**src/rtl/uart_debug_unit.sv**
```systemverilog
// uart_debug_unit: host debug protocol responder for the MIPS core.
// Receives command/data bytes from the UART receiver, loads instruction
// memory, controls run/step mode and streams register-file and pipeline
// latch dumps back through the UART transmitter.
module uart_debug_unit #(
   parameter int unsigned SIZE            = 32,
   parameter int unsigned ADDR_WIDTH      = 32,
   parameter int unsigned MAX_INSTRUCTION = 64,
   parameter int unsigned NUM_REGISTERS   = 32,
   parameter int unsigned IF_ID_SIZE      = 32,
   parameter int unsigned ID_EX_SIZE      = 129,
   parameter int unsigned EX_MEM_SIZE     = 77,
   parameter int unsigned MEM_WB_SIZE     = 71,
   parameter int unsigned CMD_FIFO_DEPTH  = 4
) (
   input  logic                   i_clk,
   input  logic                   i_rst,
   input  logic [7:0]             i_rx_data,
   input  logic                   i_rx_valid,
   output logic [7:0]             o_tx_data,
   output logic                   o_tx_start,
   input  logic                   i_tx_done,
   output logic                   o_imem_we,
   output logic [ADDR_WIDTH-1:0]  o_imem_addr,
   output logic [SIZE-1:0]        o_imem_data,
   output logic [4:0]             o_reg_addr,
   input  logic [SIZE-1:0]        i_reg_data,
   input  logic [IF_ID_SIZE-1:0]  i_if_id,
   input  logic [ID_EX_SIZE-1:0]  i_id_ex,
   input  logic [EX_MEM_SIZE-1:0] i_ex_mem,
   input  logic [MEM_WB_SIZE-1:0] i_mem_wb,
   input  logic                   i_halt,
   output logic                   o_run,
   output logic                   o_step,
   output logic                   o_cpu_rst,
   output logic                   o_mode_step
);

   localparam int unsigned FIFO_AW     = $clog2(CMD_FIFO_DEPTH);
   localparam int unsigned IF_ID_B     = (IF_ID_SIZE + 7) / 8;
   localparam int unsigned ID_EX_B     = (ID_EX_SIZE + 7) / 8;
   localparam int unsigned EX_MEM_B    = (EX_MEM_SIZE + 7) / 8;
   localparam int unsigned MEM_WB_B    = (MEM_WB_SIZE + 7) / 8;
   localparam int unsigned SNAP_B_A    = (IF_ID_B > ID_EX_B) ? IF_ID_B : ID_EX_B;
   localparam int unsigned SNAP_B_B    = (EX_MEM_B > MEM_WB_B) ? EX_MEM_B : MEM_WB_B;
   localparam int unsigned SNAP_BYTES  = (SNAP_B_A > SNAP_B_B) ? SNAP_B_A : SNAP_B_B;
   localparam int unsigned SNAP_W      = SNAP_BYTES * 8;
   localparam int unsigned REG_BYTES   = 4 * NUM_REGISTERS;
   localparam int unsigned MAX_BYTES   = (REG_BYTES > SNAP_BYTES) ? REG_BYTES : SNAP_BYTES;
   localparam int unsigned CNT_W       = $clog2(MAX_BYTES + 1);
   localparam int unsigned WCNT_W      = $clog2(MAX_INSTRUCTION + 1);

   typedef enum logic [2:0] {
      IDLE, LOAD, DUMP_SETUP, DUMP_TX, DUMP_WAIT
   } state_e;

   typedef enum logic [2:0] {
      DK_REG, DK_IFID, DK_IDEX, DK_EXMEM, DK_MEMWB
   } dump_kind_e;

   state_e                state_q, state_d;
   dump_kind_e            kind_q;
   logic [7:0]            fifo_q [CMD_FIFO_DEPTH];
   logic [FIFO_AW:0]      wr_ptr_q, rd_ptr_q;
   logic                  fifo_empty, fifo_full;
   logic [7:0]            cmd;
   logic                  push, pop, load_take;
   logic [WCNT_W-1:0]     word_cnt_q;
   logic [1:0]            byte_idx_q;
   logic [23:0]           word_buf_q;
   logic                  imem_we_q;
   logic [ADDR_WIDTH-1:0] imem_addr_q;
   logic [SIZE-1:0]       imem_data_q;
   logic [SNAP_W-1:0]     snap_q;
   logic [CNT_W-1:0]      dump_idx_q, dump_len_q;
   logic                  last_byte;
   logic [7:0]            tx_byte;
   logic [7:0]            tx_data_q;
   logic                  tx_start_q;
   logic                  mode_step_q, running_q, step_q, cpu_rst_q;

   assign fifo_empty = (wr_ptr_q == rd_ptr_q);
   assign fifo_full  = (wr_ptr_q[FIFO_AW] != rd_ptr_q[FIFO_AW]) &&
                       (wr_ptr_q[FIFO_AW-1:0] == rd_ptr_q[FIFO_AW-1:0]);
   assign cmd        = fifo_q[rd_ptr_q[FIFO_AW-1:0]];
   assign last_byte  = (dump_idx_q == dump_len_q - CNT_W'(1));

   assign o_tx_data   = tx_data_q;
   assign o_tx_start  = tx_start_q;
   assign o_imem_we   = imem_we_q;
   assign o_imem_addr = imem_addr_q;
   assign o_imem_data = imem_data_q;
   assign o_reg_addr  = 5'(dump_idx_q >> 2);
   assign o_run       = running_q & ~mode_step_q;
   assign o_step      = step_q;
   assign o_cpu_rst   = cpu_rst_q;
   assign o_mode_step = mode_step_q;

   // FSM state register
   always_ff @(posedge i_clk or negedge i_rst) begin
      if (!i_rst) state_q <= IDLE;
      else        state_q <= state_d;
   end

   // FSM next-state logic
   always_comb begin
      state_d = state_q;
      unique case (state_q)
         IDLE: begin
            if (!fifo_empty) begin
               if (cmd == 8'h02)                        state_d = LOAD;
               else if (cmd >= 8'h03 && cmd <= 8'h07)   state_d = DUMP_SETUP;
            end
         end
         LOAD: begin
            if (i_rx_valid) begin
               if (byte_idx_q == 2'd0 && i_rx_data == 8'h0C)
                  state_d = IDLE;
               else if (byte_idx_q == 2'd3 &&
                        word_cnt_q == WCNT_W'(MAX_INSTRUCTION - 1))
                  state_d = IDLE;
            end
         end
         DUMP_SETUP: state_d = DUMP_TX;
         DUMP_TX:    state_d = DUMP_WAIT;
         DUMP_WAIT: begin
            if (i_tx_done) state_d = last_byte ? IDLE : DUMP_TX;
         end
         default:    state_d = IDLE;
      endcase
   end

   // FSM output decode: FIFO strobes, load strobe and outgoing byte select
   always_comb begin
      push      = i_rx_valid && (state_q != LOAD) && !fifo_full;
      pop       = (state_q == IDLE) && !fifo_empty;
      load_take = (state_q == LOAD) && i_rx_valid &&
                  !(byte_idx_q == 2'd0 && i_rx_data == 8'h0C);
      tx_byte   = snap_q[7:0];
      if (kind_q == DK_REG) begin
         unique case (dump_idx_q[1:0])
            2'd0: tx_byte = i_reg_data[7:0];
            2'd1: tx_byte = i_reg_data[15:8];
            2'd2: tx_byte = i_reg_data[23:16];
            2'd3: tx_byte = i_reg_data[31:24];
         endcase
      end
   end

   // Command FIFO storage (contents are don't-care while empty)
   always_ff @(posedge i_clk) begin
      if (push) fifo_q[wr_ptr_q[FIFO_AW-1:0]] <= i_rx_data;
   end

   // Datapath: FIFO pointers, command execution, program loader, dump engine
   always_ff @(posedge i_clk or negedge i_rst) begin
      if (!i_rst) begin
         wr_ptr_q    <= '0;
         rd_ptr_q    <= '0;
         kind_q      <= DK_REG;
         word_cnt_q  <= '0;
         byte_idx_q  <= '0;
         word_buf_q  <= '0;
         imem_we_q   <= 1'b0;
         imem_addr_q <= '0;
         imem_data_q <= '0;
         snap_q      <= '0;
         dump_idx_q  <= '0;
         dump_len_q  <= '0;
         tx_data_q   <= '0;
         tx_start_q  <= 1'b0;
         mode_step_q <= 1'b0;
         running_q   <= 1'b0;
         step_q      <= 1'b0;
         cpu_rst_q   <= 1'b0;
      end else begin
         imem_we_q  <= 1'b0;
         tx_start_q <= 1'b0;
         step_q     <= 1'b0;
         cpu_rst_q  <= 1'b0;

         if (push) wr_ptr_q <= wr_ptr_q + 1'b1;

         if (pop) begin
            rd_ptr_q <= rd_ptr_q + 1'b1;
            case (cmd)
               8'h02: begin
                  word_cnt_q <= '0;
                  byte_idx_q <= '0;
               end
               8'h03: kind_q      <= DK_REG;
               8'h04: kind_q      <= DK_IFID;
               8'h05: kind_q      <= DK_IDEX;
               8'h06: kind_q      <= DK_EXMEM;
               8'h07: kind_q      <= DK_MEMWB;
               8'h08: mode_step_q <= 1'b0;
               8'h09: mode_step_q <= 1'b1;
               8'h0A: step_q      <= running_q & mode_step_q;
               8'h0D: cpu_rst_q   <= 1'b1;
               default: ;
            endcase
         end

         // Restart follows the reset pulse by one cycle and overrides a halt.
         if (cpu_rst_q)   running_q <= 1'b1;
         else if (i_halt) running_q <= 1'b0;

         if (load_take) begin
            byte_idx_q <= byte_idx_q + 1'b1;
            unique case (byte_idx_q)
               2'd0: word_buf_q[7:0]   <= i_rx_data;
               2'd1: word_buf_q[15:8]  <= i_rx_data;
               2'd2: word_buf_q[23:16] <= i_rx_data;
               2'd3: begin
                  imem_we_q   <= 1'b1;
                  imem_addr_q <= ADDR_WIDTH'({word_cnt_q, 2'b00});
                  imem_data_q <= SIZE'({i_rx_data, word_buf_q});
                  word_cnt_q  <= word_cnt_q + 1'b1;
               end
            endcase
         end

         if (state_q == DUMP_SETUP) begin
            dump_idx_q <= '0;
            unique case (kind_q)
               DK_REG:   begin snap_q <= '0;                 dump_len_q <= CNT_W'(REG_BYTES); end
               DK_IFID:  begin snap_q <= SNAP_W'(i_if_id);   dump_len_q <= CNT_W'(IF_ID_B);   end
               DK_IDEX:  begin snap_q <= SNAP_W'(i_id_ex);   dump_len_q <= CNT_W'(ID_EX_B);   end
               DK_EXMEM: begin snap_q <= SNAP_W'(i_ex_mem);  dump_len_q <= CNT_W'(EX_MEM_B);  end
               DK_MEMWB: begin snap_q <= SNAP_W'(i_mem_wb);  dump_len_q <= CNT_W'(MEM_WB_B);  end
               default:  begin snap_q <= '0;                 dump_len_q <= '0;                end
            endcase
         end

         if (state_q == DUMP_TX) begin
            tx_data_q  <= tx_byte;
            tx_start_q <= 1'b1;
         end

         // The snapshot shifts down so the next latch byte is always in [7:0].
         if (state_q == DUMP_WAIT && i_tx_done) begin
            dump_idx_q <= dump_idx_q + 1'b1;
            snap_q     <= snap_q >> 8;
         end
      end
   end

endmodule

```
**config.mk**
```make
export PLATFORM = sky130hd
export DESIGN_NAME = uart_debug_unit
export DESIGN_NICKNAME = d
export VERILOG_FILES = /design/src/rtl/uart_debug_unit.sv
export SDC_FILE = /design/constraint.sdc
export NUM_CORES = 1
export LEC_CHECK = 0
export CAP_MARGIN = 20
export CORE_ASPECT_RATIO = 1.5
export CORE_MARGIN = 2
export CORE_UTILIZATION = 40
export CTS_BUF_LIST = sky130_fd_sc_hd__clkbuf_8
export CTS_CLUSTER_SIZE = 40
export DETAILED_ROUTE_END_ITERATION = 10
export PLACE_DENSITY = 0.68
export SYNTH_ARGS = -nofsm -noshare
export SYNTH_HDL_FRONTEND = slang
export SYNTH_SLANG_ARGS = --single-unit
```
**constraint.sdc**
```tcl
create_clock -name i_clk -period 2.3 [get_ports i_clk]
set_clock_uncertainty 0.1 [all_clocks]
set_input_delay 0.575 -clock i_clk [delete_from_list [all_inputs] [get_ports i_clk]]
set_output_delay 0.575 -clock i_clk [all_outputs]
set_load 0.05 [all_outputs]
```
==> results_dict.tcl <==
set metrics [dict create \
    worst_slew_pin_slew_ns 0.568 \
    rr_startpoint "state_q[0]" \
    cts_tree "done" \
    place_area_sq_mm 0.0181 \
    fin_crit_sh 1.00 \
    crit_chain "clkdlybuf4s50_1 > or4b_1 > o311a_1 > nand2_2 > mux2_2" \
    crit_path_start "i_rx_data[5]" \
    grt_pass1_vias 12100 \
    clk_pin_slew_ns 0.06 \
    grt_max_degree 78 \
    port_buffers 411 \
    antenna_found_initial 4 \
    netlist_area_sq_mm 0.0133 \
    io-pin-count 437 \
    r2r-end "word_buf_q[13]" \
    p_leak_nw 8.84 \
    ys_seq_area_frac 0.525 \
    grt_overflow 0 \
    ant_nets 0 \
    nNetsFinal 2117 \
    worst_skew_pair.late_latency_ns 0.57 \
    synth_edf_count 32 \
    wl_per_cell_um 20.5 \
    cp-end-kind "register" \
    synth.distinct_cells 55 \
    num_rows 81 \
    grt_usage 0.249 \
    start_util 0.407 \
    slowest_delay_ns 0.54 \
    globalplace.congestion 0.833 \
    finalHoldViolCount 0 \
    post-dp-hpwl_mm 33.2 \
    crit_cells 5 \
    cts.sinks 273 \
    max_freq_mhz 434 \
    cts_setup_buffers 0 \
    period_needed_ns 2.31 \
    stdcell_area_sq_mm 0.0190 \
    wl_mm 45.1 \
    final-setup-viol-count 1 \
    cp.required_ns 2.64 \
    fin_util 0.579 \
    maxCapViolations 0 \
    peakVddDrop_mv 0.527 \
    yosysWarnings 0 \
    rsz0062_at_grt "yes" \
    startpoint_type "primary input" \
    outcome "finished with violations" \
    power.density_mw_per_mm2 1030 \
    slowest_stage "or4b_1" \
    netlist_top_cells_area "dfrtp_1 45%, edfxtp_1 7.2%, a21oi_1 5.4%" \
    drt_iter0_drc 855 \
    slew_viol_final 0 \
    max_slew_margin 0.620 \
    finalWorstSetupSlack_ns -0.00641 \
    crit_family "simple AND/OR/NAND/NOR gates" \
    async_flop_share 0.883 \
    dr.pass1.iters 7 \
    root_buffer "clkbuf_8" \
    avgSynthCellArea_sq_um 9.98 \
    cp_data_arrival_time_ns 2.64 \
    cp.buffers_inverters 1 \
    r2r_cells 4 \
    die_w_um 153 \
    drcViolationCount 0 \
    tns_ns -0.00641 \
    regToRegSetupSlack_ns 0.13 \
    critPathKind "in -> reg" \
    hold_path_class "reg -> reg" \
    htree_levels 2 \
    grt_first_pass_wirelength_mm 68.0 \
    drive_gt1_frac 0.108 \
    synth_largest_area_cell "dfrtp_1" \
    ys_seq_elements 273 \
    synth_top_area_share 0.453 \
    dieHeight_um 227 \
    critPathMaxFanout 8 \
    fp.coreArea_sq_mm 0.0327 \
    cts_made_buffers 42 \
    endpoint "word_buf_q[13]" \
    viasPerCell 5.46 \
    vias 12000 \
    syn_inst 1334 \
    syn2layout_area_growth_pct 42.4 \
    ys.flop_type "dfrtp_1" \
    violations "negative setup slack" \
    dieArea_sq_mm 0.0348 \
    cts_buffer_depth 3 \
]
-- state kept, by name (all words and copies together), names as in the netlist --
| name | count |
|---|---|
| byte_idx_q | 2 |
| dump_idx_q | 8 |
| dump_len_q | 6 |
| fifo_q | 32 |
| kind_q | 3 |
| o_cpu_rst | 1 |
| o_imem_addr | 7 |
| o_imem_data | 32 |
| o_imem_we | 1 |
| o_mode_step | 1 |
| o_step | 1 |
| o_tx_data | 8 |
| o_tx_start | 1 |
| rd_ptr_q | 3 |
| running_q | 1 |
| snap_q | 129 |
| state_q | 3 |
| word_buf_q | 24 |
| word_cnt_q | 7 |
| wr_ptr_q | 3 |
-- power breakdown --
| group | leakage, nW | total [mW] | switching, mW | internal, mW |
|---|---|---|---|---|
| logic | 4.78 | 7.65 | 4.40 | 3.24 |
| registers | 3.57 | 7.56 | 1.06 | 6.50 |
| clock network | 0.492 | 4.23 | 1.93 | 2.30 |
| total | 8.84 | 19.4 | 7.39 | 12.0 |
-- worst register-to-register path, cell delays in order, from the launching register on --
cell and delay, ns:
dfrtp_1 0.49, nor3b_1 0.39, o311a_1 0.50, nand2_2 0.24, mux2_2 0.33
-- cell type report --
cell class | instances | area [sq um]
repair buffers | 475 | 4720
diodes | 4 | 10.0
clock inverters | 21 | 121
fillers | 2872 | 13800
multi-input cells | 898 | 5600
clock buffers | 56 | 771
inverters | 58 | 225
well taps | 415 | 519
flip-flops and latches | 273 | 6990
-- stage by stage --
| step | hold WS (ns) | setup WS, ns | total power, mW | std cells |
|---|---|---|---|---|
| 3_3_place_gp | 0.343 | -0.555 | 15.1 | 2117 |
| 4_1_cts | 0.366 | 0.0181 | 19.5 | 2195 |
| 6_report | 0.360 | -0.00641 | 19.4 | 2200 |
| 2_1_floorplan | 0.179 | 0.00453 | 12.3 | 1358 |
| 3_5_place_dp | 0.351 | -0.579 | 15.4 | 2117 |
| 5_1_grt | 0.372 | -0.0486 | 20.6 | 2200 |
-- synthesized netlist by cell type, types with 33 or more instances --
master	n
dfrtp_1	241
nand2_1	155
nor2_1	155
a21oi_1	143
o22ai_1	77
clkbuf_1	67
inv_1	57
a222oi_1	52
mux2i_1	43
buf_4	33
-- layer usage --
metal | vias to the layer above | track usage | part of all wire
li1 | 5623 | - | -
met1 | 5850 | 0.287 | 0.38
met2 | 450 | 0.454 | 0.52
met3 | 82 | 0.0527 | 0.063
met4 | 0 | 0.0947 | 0.033
met5 | - | 0 | 0
-- what timing repair did --
action | 4_1_cts | 5_1_grt
pin swaps | 0 | 0
endpoints found under the setup margin | 48 | 32
gates resized for setup | 48 | 2
hold endpoints to repair | 34 | 0
hold buffers | 1 | 0
-- cells by family after synthesis --
group,Yosys count,synth area share
AO/OA/AOI/OAI,389,0.199
XOR/XNOR,19,0.0125
adder cells (fa/ha/maj),15,0.0141
buffers and inverters,187,0.0666
flip-flops,273,0.525
multiplexers,73,0.0611
other,1,0.000282
AND/OR/NAND/NOR,377,0.122
-- cell usage in the layout, fill, tap and decap left out, types with 43 or more instances in the layout --
cell / count
nand2_1: 154
o22ai_1: 77
clkdlybuf4s50_1: 352
buf_4: 57
nor2_1: 152
inv_1: 65
dfrtp_1: 239
clkbuf_8: 56
dlygate4sd2_1: 48
mux2i_1: 43
a222oi_1: 52
a21oi_1: 143
-- how the worst min path moves through the flow --
stage | startpoint | to | slack, ns | depth (start not counted)
4_1_cts | word_buf_q[9] | o_imem_data[9] | 0.37 | 2
6_report | word_buf_q[6] | o_imem_data[6] | 0.36 | 2
2_1_floorplan | i_rst | byte_idx_q[0] | 0.18 | 0
3_3_place_gp | word_buf_q[5] | o_imem_data[5] | 0.34 | 2
3_5_place_dp | word_buf_q[15] | o_imem_data[15] | 0.35 | 2
5_1_grt | o_cpu_rst | running_q | 0.37 | 1
No activity file was read; power rests on OpenSTA's default activity.
